**src/rtl/seq_multdiv.sv**
```systemverilog
// seq_multdiv: iterative signed 32-bit multiply/divide unit, multdiv handshake responder
// Ports:
//   clock          - master clock, all state changes on the rising edge
//   reset          - synchronous active-low reset
//   data_operandA  - multiplicand / dividend (two's complement)
//   data_operandB  - multiplier / divisor (two's complement)
//   ctrl_MULT      - one-cycle start pulse for a multiply
//   ctrl_DIV       - one-cycle start pulse for a divide
//   data_result    - product low word / quotient, held until the next completion
//   data_exception - overflow or divide-by-zero flag of the last completed op
//   data_resultRDY - one-cycle completion pulse
module seq_multdiv #(
    parameter int WIDTH = 32,
    parameter int CNT_W = 6
) (
    input  logic             clock,
    input  logic             reset,
    input  logic [WIDTH-1:0] data_operandA,
    input  logic [WIDTH-1:0] data_operandB,
    input  logic             ctrl_MULT,
    input  logic             ctrl_DIV,
    output logic [WIDTH-1:0] data_result,
    output logic             data_exception,
    output logic             data_resultRDY
);
    typedef enum logic [1:0] {IDLE, MUL, DIV, DONE} state_t;

    state_t               state;
    logic [CNT_W-1:0]     cnt;
    // Multiply: {upper(W+1), multiplier(W), booth bit}; divide: {0, remainder(W+1), quotient(W)}
    logic [2*WIDTH+1:0]   acc;
    logic [WIDTH-1:0]     opa;
    logic                 is_div;
    logic                 neg;

    logic                 start_m, start_d;
    logic [WIDTH-1:0]     mag_a, mag_b;
    logic [WIDTH:0]       booth_hi;
    logic [WIDTH:0]       trial;
    logic [WIDTH+1:0]     diff;
    logic                 ge;
    logic [2*WIDTH+1:0]   mul_next, div_next;
    logic [WIDTH:0]       prod_hi;
    logic [WIDTH-1:0]     quo, div_res;
    logic                 mul_exc, div_exc;

    assign start_m = ctrl_MULT & ~ctrl_DIV;
    assign start_d = ctrl_DIV & ~ctrl_MULT;
    assign mag_a   = data_operandA[WIDTH-1] ? -data_operandA : data_operandA;
    assign mag_b   = data_operandB[WIDTH-1] ? -data_operandB : data_operandB;

    // Radix-2 Booth step; the upper part is one bit wider so subtracting the most negative multiplicand cannot overflow
    assign booth_hi = acc[1:0] == 2'b01 ? acc[2*WIDTH+1:WIDTH+1] + {opa[WIDTH-1], opa} :
                      acc[1:0] == 2'b10 ? acc[2*WIDTH+1:WIDTH+1] - {opa[WIDTH-1], opa} :
                                          acc[2*WIDTH+1:WIDTH+1];
    assign mul_next = {booth_hi[WIDTH], booth_hi, acc[WIDTH:1]};

    // Restoring divide step on magnitudes
    assign trial    = {acc[2*WIDTH-1:WIDTH], acc[WIDTH-1]};
    assign diff     = {1'b0, trial} - {2'b00, opa};
    assign ge       = ~diff[WIDTH+1];
    assign div_next = {1'b0, ge ? diff[WIDTH:0] : trial, acc[WIDTH-2:0], ge};

    // Product bits [63:31] must be a pure sign extension for the result to fit
    assign prod_hi  = acc[2*WIDTH:WIDTH];
    assign mul_exc  = ~(&prod_hi | ~|prod_hi);

    // A non-negative quotient with the top bit set only arises from MIN/-1 (or a zero divisor)
    assign quo      = acc[WIDTH-1:0];
    assign div_res  = opa == '0 ? '0 : neg ? -quo : quo;
    assign div_exc  = opa == '0 | (~neg & quo[WIDTH-1]);

    always_ff @(posedge clock) begin
        if (!reset) begin
            state          <= IDLE;
            cnt            <= '0;
            acc            <= '0;
            opa            <= '0;
            is_div         <= 1'b0;
            neg            <= 1'b0;
            data_result    <= '0;
            data_exception <= 1'b0;
            data_resultRDY <= 1'b0;
        end else begin
            data_resultRDY <= 1'b0;
            if (start_m || start_d) begin
                state  <= start_m ? MUL : DIV;
                cnt    <= '0;
                is_div <= start_d;
                neg    <= data_operandA[WIDTH-1] ^ data_operandB[WIDTH-1];
                opa    <= start_m ? data_operandA : mag_b;
                acc    <= start_m ? {(WIDTH+1)'(0), data_operandB, 1'b0} : {(WIDTH+2)'(0), mag_a};
            end else if (state == MUL || state == DIV) begin
                acc <= state == MUL ? mul_next : div_next;
                cnt <= cnt + CNT_W'(1);
                if (cnt == CNT_W'(WIDTH - 1))
                    state <= DONE;
            end else if (state == DONE) begin
                data_result    <= is_div ? div_res : acc[WIDTH:1];
                data_exception <= is_div ? div_exc : mul_exc;
                data_resultRDY <= 1'b1;
                state          <= IDLE;
            end
        end
    end
endmodule

```
**config.mk**
```make
export PLATFORM = sky130hd
export DESIGN_NAME = seq_multdiv
export DESIGN_NICKNAME = d
export VERILOG_FILES = /design/src/rtl/seq_multdiv.sv
export SDC_FILE = /design/constraint.sdc
export NUM_CORES = 1
export LEC_CHECK = 0
export CAP_MARGIN = 30
export CORE_MARGIN = 5
export CORE_UTILIZATION = 30
export DETAILED_ROUTE_END_ITERATION = 16
export GPL_TIMING_DRIVEN = 1
export PLACE_DENSITY = 0.59
export SYNTH_ARGS = -nofsm -noshare
export SYNTH_HDL_FRONTEND = slang
export SYNTH_SLANG_ARGS = --single-unit
export TNS_END_PERCENT = 30
```
**constraint.sdc**
```tcl
create_clock -name clock -period 3.1 [get_ports clock]
set_input_delay 0.62 -clock clock [delete_from_list [all_inputs] [get_ports clock]]
set_output_delay 0.62 -clock clock [all_outputs]
set_load 0.05 [all_outputs]
```
==> results of run 1 <==
## final timing paths
check                 start        endpoint  slack, ps  depth (start not counted)
max                 acc[33]         acc[62]        -80                         15
min          data_exception  data_exception        480                          2
max reg2reg         acc[33]         acc[62]        -80                         15
min reg2reg  data_exception  data_exception        480                          2
## worst max-delay path, cell delays in order, from the launching register on
cell	delay, ps
dfxtp_2	360
buf_6	100
inv_2	40
ha_4	150
fa_2	360
nand2b_4	170
a21oi_4	180
o211ai_1	170
a21oi_1	190
buf_4	140
or2_4	120
a211oi_2	60
o311a_1	320
o311a_1	290
mux2_2	260
o31ai_1	170
## state kept, by name, indices dropped and copies added, names as in the netlist
register,flops
acc,66
cnt,6
data_exception,1
data_result,32
data_resultRDY,1
is_div,1
neg,1
opa,32
state,2
## cell families (layout without fill, tap and decap cells)
| logic type | Yosys count | count (layout) | synth area share |
|---|---|---|---|
| and+or+nand+nor | 689 | 689 | 0.2185 |
| AOI/OAI and AO/OA | 749 | 749 | 0.3230 |
| muxes | 63 | 63 | 0.04143 |
| adders and majority gates | 109 | 109 | 0.09091 |
| DFF | 142 | 142 | 0.1864 |
| xor gates and xnor gates | 129 | 129 | 0.07409 |
| other | 0 | 1 | 0 |
| buffers and inverters | 265 | 676 | 0.06564 |
## where the power goes
part | switching, mW | internal (mW) | total, mW
clock network | 0.903 | 1.28 | 2.19
logic | 2.11 | 1.62 | 3.73
registers | 0.111 | 1.93 | 2.04
## final cells by class
| cell class | count | share of cell area |
|---|---|---|
| multi-input cells | 1739 | 0.5772 |
| repair buffers | 518 | 0.2014 |
| flip-flops and latches | 142 | 0.1322 |
| well taps | 672 | 0.03885 |
| inverters | 127 | 0.02214 |
| clock buffers | 18 | 0.01983 |
| clock inverters | 13 | 0.008326 |
| diodes | 1 | 0.0001156 |
## metrics by stage
stage	area (µm²)	cells	setup TNS [ps]	utilization	worst slack (ps)
floorplan	15250	2146	0	-	12.93
global placement	19580	3162	-21580	0.3895	-628.7
detailed placement	19580	3162	-23400	0.3895	-601.7
CTS	20670	3207	-1102	0.4112	-177.8
global route	21640	3229	-2072	0.4304	-195.5
finish	21640	3230	-218.2	0.4305	-78.69
## timing repair
item,CTS,global route
gates cloned,0,1
setup endpoints to repair,47,58
resized for setup,79,169
buffers inserted,15,24
pin swaps,37,66
## layer usage
metal  up-vias  share of wire  GRT usage
li1       8626              -          -
met1      8454           0.44     0.2849
met2       724           0.46     0.3442
met3       100          0.062    0.02296
met4         0          0.032    0.07477
met5         -              0          0
## cells in the final DEF (no fill, tap or decap), types with 11 or more instances in the layout
master | synthesis | final
nor4_1 | 31 | 27
xor2_1 | 60 | 60
ha_2 | 0 | 14
buf_4 | 1 | 394
o211a_1 | 34 | 33
dfxtp_1 | 142 | 132
o31ai_1 | 49 | 40
xnor2_1 | 69 | 68
a31oi_1 | 15 | 11
o22ai_1 | 13 | 12
ha_4 | 0 | 19
o21ai_0 | 180 | 164
and2_1 | 62 | 62
a21oi_1 | 198 | 178
mux2i_1 | 62 | 62
o211ai_1 | 21 | 21
clkbuf_16 | 0 | 18
nand4_1 | 35 | 35
inv_1 | 126 | 114
ha_1 | 106 | 73
o221ai_1 | 48 | 47
nor2b_1 | 19 | 18
o21ai_1 | 16 | 24
nor2_1 | 155 | 151
a211oi_1 | 24 | 17
o21bai_1 | 15 | 12
clkdlybuf4s50_1 | 0 | 89
a21oi_2 | 0 | 15
a21o_1 | 27 | 27
buf_6 | 0 | 12
nand3_1 | 39 | 37
nor3_1 | 34 | 26
nand2_1 | 238 | 236
inv_2 | 0 | 11
==> impl_results.md, run 1 <==
- Vias in the first global route: 17,190
- DIE WIDTH: 235.5 µm
- EDFF count, synth: 0
- Worst path arrival time: 3540 ps
- Count of cell types in the netlist: 77
- Vias per cell: 5.543
- Power Total: 7.956 mW
- Most frequent cells after synthesis: nand2_1 (238), a21oi_1 (198), o21ai_0 (180)
- DRT iter0 DRCs: 1,658
- Instance count of the mapped netlist: 2,146
- Crit. End Element: register
- Leak: 9.407 nW
- Post-Syn Area: 15,250 µm²
- Cell Rows: 82
- # fillers: 5,089
- Clock root buffer: clkbuf_16
- Worst min path class: reg -> reg
- Number of port buffers: 101
- Clk pin slew, worst setup/hold paths: 70 ps
- CTS Buffer Depth: 2
- Routed len/inst: 19.34 µm
- Worst Skew: 10.75 ps
- Status: complete, but fails checks
- WHS: 480.8 ps
- Worst-margin pin slew: 672.1 ps
- Routed via count: 17,900
- Ports: 102
- Clk sinks: 142
- Core area: 50,270 µm²
- DRC: 0
- Initial antenna violation count: 1
- First-pass GRT wire length: 95.12 mm
- PnR worst setup slack: -78.69 ps
- DRT Wirelength: 62.46 mm
- Net Count, Synth: 2,323
- Synth area leaders: dfxtp_1 (19%), ha_1 (8.7%), a21oi_1 (6.5%)
- Area of the multi-input gates: 12,490 µm²
- GPL Wtd Cong: 0.9691
- Most common cell in the netlist: nand2_1
- Crit Path Category: reg -> reg
- Req. time, crit path: 3460 ps
- Max Slew Vio Count: 0
- Worst-Skew Late Latency: 450 ps
- Peak VDD IR: 0.3550 mV
- Tot GR Track Use: 0.2094
- H-tree depth: 4
- TritonCTS buffer count: 17
- Final setup fails: 8
- Fmax: 314.6 MHz
- Hpwl dp: 48.75 mm
- Antenna Nets Post-Route: 0
- Max-slew headroom: 0.5403
- Startpoint types: register
- Die H: 235.5 µm
- Pin count of the biggest net entering global routing: 90
- Syn Area/Cell: 7.106 µm²
- Gr ovfl total: 0
- Synth warnings: 0
- Asr flop ratio synth: 0
- Final period util: 1.025
- CTS tree: yes
- 1st-pass router iterations: 6
- Critical-path maximum fanout: 3
- Main synth FF type: dfxtp_1
- Pwr dens: 367.7 nW/µm²
- Share of layout cells above drive strength 1: 0.2530
- Initial Util: 0.3033
- Leading area contributor after synthesis: dfxtp_1
- Yosys top cell area share: 0.1864
- Post-synthesis sequential area ratio: 0.1864
- RSZ-0062 raised after global routing: yes
- Area occupied by registers: 2860 µm²
- Period minus WS final: 3179 ps
- Final hold vios: 0
- Layout area overhead: 41.91%
- Fin nets: 2,722
- Yosys reg bits: 142
- Die Area: 55,440 µm²
- Failing checks: setup timing
- # hold bufs at CTS: 0
- Max_cap viols: 0
No activity file was read; power rests on OpenSTA's default activity.
==> run 2, diff against run 1 <==
--- a/config.mk
+++ b/config.mk
@@ -9,6 +9,7 @@
 export CORE_MARGIN = 5
 export CORE_UTILIZATION = 30
 export DETAILED_ROUTE_END_ITERATION = 16
+export GPL_ROUTABILITY_DRIVEN = 0
 export GPL_TIMING_DRIVEN = 1
 export PLACE_DENSITY = 0.59
 export SYNTH_ARGS = -nofsm -noshare
==> run 2 against run 1 <==
The flow still finishes with violations (setup timing). Clock skew shrank 1.1 ps. Utilization shrank 0.96 points. Register-to-register slack gained 30 ps. Sequential power is essentially flat. Largest power group unchanged. Largest cell class unchanged.
==> impl_results.md, run 2 (same netlist as run 1, synthesis figures left out) <==
- Status: complete, but fails checks (unchanged)
- Failing checks: setup timing (unchanged)
- Critical-path maximum fanout: 3 (unchanged)
- Placed Instance Area: 19,460 µm² (was 19,580 µm²)
- Fin area: 21,160 µm² (was 21,640 µm²)
- DRC: 0 (unchanged)
- Leak: 9.207 nW (was 9.407 nW)
- Final hold vios: 0 (unchanged)
- Final setup fails: 8 (unchanged)
- Worst-Skew Late Latency: 450 ps (about the same)
- 1st-pass router iterations: 6 (unchanged)
- # fillers: 5,127 (was 5,089)
- Clk sinks: 142 (unchanged)
- TritonCTS buffer count: 17 (unchanged)
- Pwr dens: 363.0 nW/µm² (was 367.7 nW/µm²)
- Dpl ws: -667.1 ps (was -601.7 ps)
- Tot GR Track Use: 0.2066 (was 0.2094)
- Req. time, crit path: 3490 ps (was 3460 ps)
- Largest registers: acc (66), data_result (32), opa (32) (unchanged)
- Period minus WS final: 3153 ps (was 3179 ps)
- CTS Buffer Depth: 2 (unchanged)
- Most used cells in the layout excluding fill and tap cells: buf_4 (380), nand2_1 (238), a21oi_1 (183) (was buf_4 (394), nand2_1 (236), a21oi_1 (178))
- DRT Wirelength: 61.37 mm (was 62.46 mm)
- Share of layout cells above drive strength 1: 0.2358 (was 0.2530)
- Vias in the first global route: 17,210 (was 17,190)
- WHS: 464.1 ps (was 480.8 ps)
- First-pass GRT wire length: 94.65 mm (was 95.12 mm)
- Most flops, register: acc (unchanged)
- Max FFs per register: 66 (unchanged)
- Worst min path class: reg -> reg (unchanged)
- DIE WIDTH: 235.5 µm (unchanged)
- CTS tree: yes (unchanged)
- Hold Path Stages: 2 (unchanged)
- Crit. End Element: register (unchanged)
- Worst path arrival time: 3550 ps (was 3540 ps)
- Die Area: 55,440 µm² (unchanged)
- Die H: 235.5 µm (unchanged)
- Final period util: 1.017 (was 1.025)
- H-tree depth: 4 (unchanged)
- Max_cap viols: 0 (unchanged)
- Number of port buffers: 101 (unchanged)
- Max-slew headroom: 0.5162 (was 0.5403)
- Routed len/inst: 19.13 µm (was 19.34 µm)
- Hpwl dp: 47.68 mm (was 48.75 mm)
- Max Slew Vio Count: 0 (unchanged)
- Ports: 102 (unchanged)
- Gr ovfl total: 0 (unchanged)
- DRT iter0 DRCs: 1,962 (was 1,658)
- Worst Skew: 9.650 ps (was 10.75 ps)
- Vias per cell: 5.591 (was 5.543)
- Setup total negative slack: -223.7 ps (was -218.2 ps)
- Clk pin slew, worst setup/hold paths: 70 ps (about the same)
- Antenna diodes: 0 (was 1)
- Startpoint types: register (unchanged)
- Slowest CP cell: o311a_1 (was dfxtp_2)
- Pin count of the biggest net entering global routing: 89 (was 90)
- PnR worst setup slack: -53.17 ps (was -78.69 ps)
- Layout area overhead: 38.75% (was 41.91%)
- Worst-margin pin slew: 707.4 ps (was 672.1 ps)
- Commonest non-fill, non-tap cell in the layout: buf_4 (unchanged)
- CP Cell Sequence: buf_6 > ha_4 > buf_6 > or2_0 > o211a_1 > o311a_1 > a221oi_4 > o2111ai_2 > a21oi_2 > buf_6 > buf_6 > o311a_4 > buf_6 > and2_4 > o31ai_4 > nand3_1 (was buf_6 > inv_2 > ha_4 > fa_2 > nand2b_4 > a21oi_4 > o211ai_1 > a21oi_1 > buf_4 > or2_4 > a211oi_2 > o311a_1 > o311a_1 > mux2_2 > o31ai_1)
- Crit Path Category: reg -> reg (unchanged)
- Initial antenna violation count: 0 (was 1)
- Cell Rows: 82 (unchanged)
- Core area: 50,270 µm² (unchanged)
- Fin nets: 2,700 (was 2,722)
- Fmax: 317.1 MHz (was 314.6 MHz)
- Power Total: 7.680 mW (was 7.956 mW)
- Clock root buffer: clkbuf_16 (unchanged)
- Initial Util: 0.3033 (unchanged)
- RSZ-0062 raised after global routing: yes (unchanged)
- Worst r2r path cells: 16 (was 15)
- Most frequent CP cell: buf_6 (was o311a_1)
- Worst path max stage delay: 390 ps (was 360 ps)
- Peak VDD IR: 0.4325 mV (was 0.3550 mV)
- Routed via count: 17,940 (was 17,900)
- Antenna Nets Post-Route: 0 (unchanged)
- # hold bufs at CTS: 0 (unchanged)
-- run 2: cell count changes in the layout (fill, tap and decap cells not counted), moves of 5 or more --
cell / previous run / this run
ha_2: 14 / 9
buf_4: 394 / 380
ha_1: 73 / 82
a21oi_1: 178 / 183
-- run 2: what timing repair did --
action / 4_1_cts / 5_1_grt
gates cloned: 0 / 0
endpoints found under the setup margin: 46 / 58
resized for setup: 91 / 115
setup buffers: 19 / 10
pin swaps: 47 / 61
-- run 2: report_power, final --
| group | internal [mW] | switching (mW) |
|---|---|---|
| clock network | 1.10 | 0.933 |
| registers | 1.92 | 0.116 |
| logic | 1.55 | 2.06 |
-- run 2: area by class of cell --
| cell class | instances | area (µm²) | area share |
|---|---|---|---|
| multi-input cells | 1739 | 12300 | 0.5814 |
| clock buffers | 19 | 452.9 | 0.02141 |
| well taps | 672 | 840.8 | 0.03974 |
| flip-flops and latches | 142 | 2861 | 0.1352 |
| clock inverters | 13 | 116.4 | 0.005499 |
| inverters | 127 | 476.7 | 0.02253 |
| repair buffers | 496 | 4109 | 0.1942 |
-- run 2: per-stage QoR --
| stage | util | instances |
|---|---|---|
| global route | 0.4209 | 3208 |
| global placement | 0.3871 | 3149 |
| CTS | 0.4095 | 3199 |
| floorplan | - | 2146 |
| finish | 0.4209 | 3208 |
| detailed placement | 0.3871 | 3149 |
-- run 2: worst paths after layout --
check / to / startpoint / slack (ps)
max: acc[57] / opa[2] / -50
min: data_exception / data_exception / 460
max reg2reg: acc[57] / opa[2] / -50
min reg2reg: data_exception / data_exception / 460
-- run 2: layer usage --
| layer | vias up | track usage | share of wire |
|---|---|---|---|
| met1 | 8387 | 0.2714 | 0.44 |
| met5 | - | 0 | 0 |
| met3 | 155 | 0.02882 | 0.066 |
| met2 | 810 | 0.3363 | 0.45 |
| li1 | 8583 | - | - |
| met4 | 0 | 0.09571 | 0.050 |
-- run 2: worst max-delay path: cells and delay by family, from the launching register on --
family	cells	cell delay, ps
compound gates	7	1550
buf+inv	5	570
simple gates	3	450
flops	1	360
fa+ha+maj	1	150
